File: config.mk
export PLATFORM = sky130hd
export DESIGN_NAME = down_count_load_t_ff
export DESIGN_NICKNAME = d
export VERILOG_FILES = /design/src/rtl/down_count_load_t_ff.sv
export SDC_FILE = /design/constraint.sdc
export NUM_CORES = 1
export LEC_CHECK = 0
export ABC_AREA = 1
export CORE_MARGIN = 4
export CORE_UTILIZATION = 51
export CTS_BUF_LIST = sky130_fd_sc_hd__clkbuf_4 sky130_fd_sc_hd__clkbuf_8
export CTS_CLUSTER_SIZE = 24
export DETAILED_ROUTE_END_ITERATION = 12
export HOLD_SLACK_MARGIN = 0.15
export PLACE_DENSITY = 0.8
export SLEW_MARGIN = 40
export SYNTH_ARGS = -nofsm -noshare
export SYNTH_HDL_FRONTEND = slang
export SYNTH_SLANG_ARGS = --single-unit
File: constraint.sdc
create_clock -name clk -period 1.9 [get_ports clk]
set_clock_uncertainty 0.2 [all_clocks]
set_input_delay 0.38 -clock clk [delete_from_list [all_inputs] [get_ports clk]]
set_output_delay 0.38 -clock clk [all_outputs]
set_load 0.05 [all_outputs]
File: src/rtl/down_count_load_t_ff.sv
// Loadable down counter with a registered terminal-count strobe, one-shot or periodic.
// Counter bits are toggle-enabled flops: every edge applies a toggle mask to r_q.
module down_count_load_t_ff #(
    parameter int WIDTH = 4
) (
    input  logic             clk,
    input  logic             rst,
    input  logic             start,
    input  logic [WIDTH-1:0] load_val,
    input  logic             mode,
    input  logic             en,
    input  logic             abort,
    output logic [WIDTH-1:0] q,
    output logic             tc,
    output logic             busy,
    output logic             done
);

    typedef enum logic [1:0] {
        IDLE = 2'd0,
        RUN  = 2'd1,
        DONE = 2'd2
    } state_t;

    state_t           r_state;
    state_t           w_stateNext;
    logic [WIDTH-1:0] r_q;
    logic [WIDTH-1:0] r_reload;
    logic [WIDTH-1:0] w_reloadNext;
    logic [WIDTH-1:0] w_toggle;
    logic [WIDTH-1:0] w_decToggle;
    logic             r_mode;
    logic             w_modeNext;
    logic             r_tc;
    logic             w_tcNext;
    logic             w_borrow;
    logic             w_loadOk;
    logic             w_qIsOne;

    assign w_loadOk = start && (load_val != '0);
    assign w_qIsOne = (r_q == WIDTH'(1));

    // A decrement toggles bit i exactly when every lower bit is zero.
    always_comb begin
        w_decToggle = '0;
        w_borrow    = 1'b1;
        for (int i = 0; i < WIDTH; i++) begin
            w_decToggle[i] = w_borrow;
            w_borrow       = w_borrow & ~r_q[i];
        end
    end

    always_comb begin
        w_stateNext  = r_state;
        w_toggle     = '0;
        w_tcNext     = 1'b0;
        w_reloadNext = r_reload;
        w_modeNext   = r_mode;
        if (abort) begin
            w_stateNext = IDLE;
            w_toggle    = r_q;
        end else begin
            case (r_state)
                IDLE, DONE: begin
                    if (w_loadOk) begin
                        w_toggle     = r_q ^ load_val;
                        w_reloadNext = load_val;
                        w_modeNext   = mode;
                        w_stateNext  = RUN;
                    end
                end
                RUN: begin
                    if (en) begin
                        if (w_qIsOne) begin
                            w_tcNext = 1'b1;
                            if (r_mode) begin
                                w_toggle = r_q ^ r_reload;
                            end else begin
                                w_toggle    = r_q;
                                w_stateNext = DONE;
                            end
                        end else begin
                            w_toggle = w_decToggle;
                        end
                    end
                end
                default: begin
                    w_stateNext = IDLE;
                    w_toggle    = r_q;
                end
            endcase
        end
    end

    always_ff @(posedge clk or posedge rst) begin
        if (rst) begin
            r_state  <= IDLE;
            r_q      <= '0;
            r_reload <= '0;
            r_mode   <= 1'b0;
            r_tc     <= 1'b0;
        end else begin
            r_state  <= w_stateNext;
            r_q      <= r_q ^ w_toggle;
            r_reload <= w_reloadNext;
            r_mode   <= w_modeNext;
            r_tc     <= w_tcNext;
        end
    end

    assign q    = r_q;
    assign tc   = r_tc;
    assign busy = (r_state == RUN);
    assign done = (r_state == DONE);

endmodule
==> summary.log <==
INFO  status         outcome=complete, no violations
INFO  place          place_congestion=0.902
INFO  power_and_ir_drop pint=590uW
INFO  route          drt_wl_total=1.94mm
INFO  hold_path      hold_path.class=input port to asynchronous set/reset pin
INFO  layout         post-route-util=78.3%
INFO  grt            total_track_usage=21.4%
INFO  power_and_ir_drop p_leak=0.555nW
INFO  critical_path  critical-path-slowest-cell=dfrtp_1
INFO  clock_network  clk_pin_slew_worst_paths=70ps
INFO  yosys          yosys_register_bits=12
INFO  power_and_ir_drop clockPowerShare=15.7%
INFO  layout         stdcell_count=142
INFO  clock_network  max_buffers_root_to_sink=2
INFO  sta            final-hold-violation-count=0
INFO  clock_network  clock_tree_from_tritoncts=built
INFO  place          placement.io_buffers=16
INFO  power_and_ir_drop combPwrFrac=46.8%
INFO  yosys          synth.net_count=113
INFO  critical_path  timing.critical_path.max_delay_family=flip-flops
INFO  critical_path  critical_path_arrival=1150ps
INFO  sta            slew_viol_final=0
INFO  clock_network  clock_insertion_delay_worst_skew=280ps
INFO  yosys          synth-warning-count=0
INFO  sta            rsz_0062_raised_after_global_routing=false
INFO  layout         area_growth_from_synthesis_to_layout=37.7%
INFO  sta            final_critical_path_setup_slack=173ps
INFO  clock_network  htree_levels=1
INFO  floorplan      floorplan.die.height=47.3um
INFO  sta            finalWorstPathRequiredPeriod=1730ps
INFO  floorplan      dieArea=2230um2
INFO  floorplan      start_util=56.8%
INFO  power_and_ir_drop worst_ir_drop_vdd=0.612mV
INFO  flow_run       drv_cap=0
INFO  route          drt_initial_violations=19
INFO  route          num_vias=745
INFO  grt            global_route_wire_length_before_repair=3.24mm
INFO  power_and_ir_drop report.power.total=1.00mW
INFO  yosys          synthesis.area_per_instance=7.63um2
INFO  layout         mostFrequentLayoutCells=nand2_1 (29), inv_1 (12), nor2_1 (12), dfrtp_1 (12), clkdlybuf4s50_1 (9)
INFO  critical_path  crit_buf_inv=2
INFO  place          post-place-cells=139
INFO  place          detailedPlace.worstSlack=-40.2ps
INFO  critical_path  critPathMaxFanout=5
INFO  clock_network  holdBufCountCts=0
INFO  sta            layout_worst_path_cycle_share=90.9%
INFO  floorplan      die_w=47.3um
INFO  layout         antennaDiodeCount=0
INFO  place          detailedPlacementHpwl=1.53mm
INFO  yosys          post_synth_num_cell_types=16
INFO  critical_path  timing.critical_path.to_type=output pin
INFO  yosys          top_cell_type_by_total_area_after_synthesis=dfrtp_1
INFO  sta            max_slew_margin=68.2%
INFO  floorplan      boundaryPins=17
INFO  sta            worst-slew-pin-transition=477ps
INFO  grt            grt-ovfl-total=0
INFO  grt            number_of_global_route_vias_before_repair=753
INFO  clock_network  cts_root_buf=clkbuf_4
INFO  power_and_ir_drop switching_share=41.1%
INFO  critical_path  crit_path_cell_chain=inv_2 > nor2_4 > buf_12
INFO  yosys          post_synthesis_cell_area=786um2
INFO  grt            initial_antenna_violation_count=0
INFO  power_and_ir_drop pwr_density_cell=926nW/um2
INFO  floorplan      core_region_area=1380um2
INFO  route          post-route-drc-count=0
INFO  layout         finalNetCount=139
INFO  layout         drive_gt1_share=27.6%
INFO  critical_path  path_class=flip-flop to output pin
INFO  power_and_ir_drop power.switching=411uW
INFO  critical_path  timing.critical_path.required=1320ps
INFO  power_and_ir_drop pwr-share-seq=37.5%
INFO  layout         mostFrequentLayoutCell=nand2_1
INFO  clock_network  cts_sinks=12
INFO  sta            setup_violations=0
INFO  sta            max_freq=0.579GHz
INFO  route          detail_route.wl_per_cell=13.7um
INFO  floorplan      num_rows=13
INFO  route          routed_via_density=5.25
INFO  route          drtPass1Iterations=4
INFO  critical_path  cp-start-kind=flip-flop
INFO  clock_network  cts_made_buffers=3
INFO  clock_network  cts-resized-gates=0
INFO  clock_network  post-cts-setup-buffers=0
INFO  grt            pin_count_of_the_biggest_net_entering_global_routing=13
INFO  yosys          seq_area_frac_synth=38.2%
INFO  yosys          synth.top_cells.by_area=dfrtp_1 (38%), nand2_1 (14%), inv_1 (5.7%)
INFO  critical_path  cp_slowest_stage_delay=440ps
INFO  yosys          synth.top_cell.area_share=38.2%
INFO  yosys          synthesis.instances=103
INFO  route          drtAntennaViolNets=0
==> final timing paths <==
| path | start | to | slack (ps) | depth (start not counted) |
|---|---|---|---|---|
| min in group clk | r_reload[2] | r_reload[2] | 310 | 2 |
| setup / recovery | r_state[0] | busy | 170 | 3 |
| max in group asynchronous | rst | q[0] | 960 | 2 |
| setup reg to reg | q[2] | r_state[1] | 340 | 6 |
| hold / removal | rst | r_reload[1] | 210 | 2 |
| hold reg to reg | r_reload[2] | r_reload[2] | 310 | 2 |
==> cells in the mapped netlist, drive strengths merged <==
library cell	number
xor2	4
nand3	10
mux2	3
inv	15
a21oi	4
nand4	2
dfrtp	12
nand2	30
o21ai	6
nor2	17
==> layer usage <==
| layer | up-vias | wire, um | GRT usage [%] |
|---|---|---|---|
| li1 | 375 | - | - |
| met5 | - | 0 | 0 |
| met1 | 342 | 823 | 25.5 |
| met4 | 0 | 46 | 13.8 |
| met2 | 23 | 983 | 35.8 |
| met3 | 5 | 89 | 2.68 |
==> logic make-up (layout without fill, tap and decap cells) <==
kind of cell | after synthesis | count (layout) | synth area share [%]
DFF | 12 | 12 | 38.2
buffers and inverters | 15 | 39 | 7.17
AOI/OAI and AO/OA | 10 | 10 | 8.28
and+or+nand+nor | 59 | 59 | 36.1
xor gates and xnor gates | 4 | 4 | 4.46
muxes | 3 | 3 | 5.73
==> flip-flops by register name, indices dropped and copies added (netlist names) <==
| signal | flops |
|---|---|
| q | 4 |
| r_mode | 1 |
| tc | 1 |
| r_reload | 4 |
| r_state | 2 |
==> metrics by stage <==
step	instance area, um2	TNS [ps]	hold WS, ps
after floorplan	786	0	44.7
after global placement	1060	0	274
after detailed placement	1060	-126	296
after CTS	1080	0	223
after global routing	1080	0	254
final	1080	0	207
==> area by class of cell <==
cell class                 instances  area [um2]
timing repair buffer              21         255
fill                              96         300
multi-input combinational         76         429
sequential                        12         300
inverter                          15        56.3
tap                               15        18.8
clock buffer                       3        22.5
==> power groups by stage <==
stage	clock, mW	combinational [mW]	sequential [mW]
floorplan	0	0.229	0.419
global placement	0	0.456	0.376
detailed placement	0	0.468	0.377
CTS	0.165	0.470	0.372
global route	0.175	0.508	0.382
finish	0.157	0.469	0.375
No activity file was read; power rests on OpenSTA's default activity.
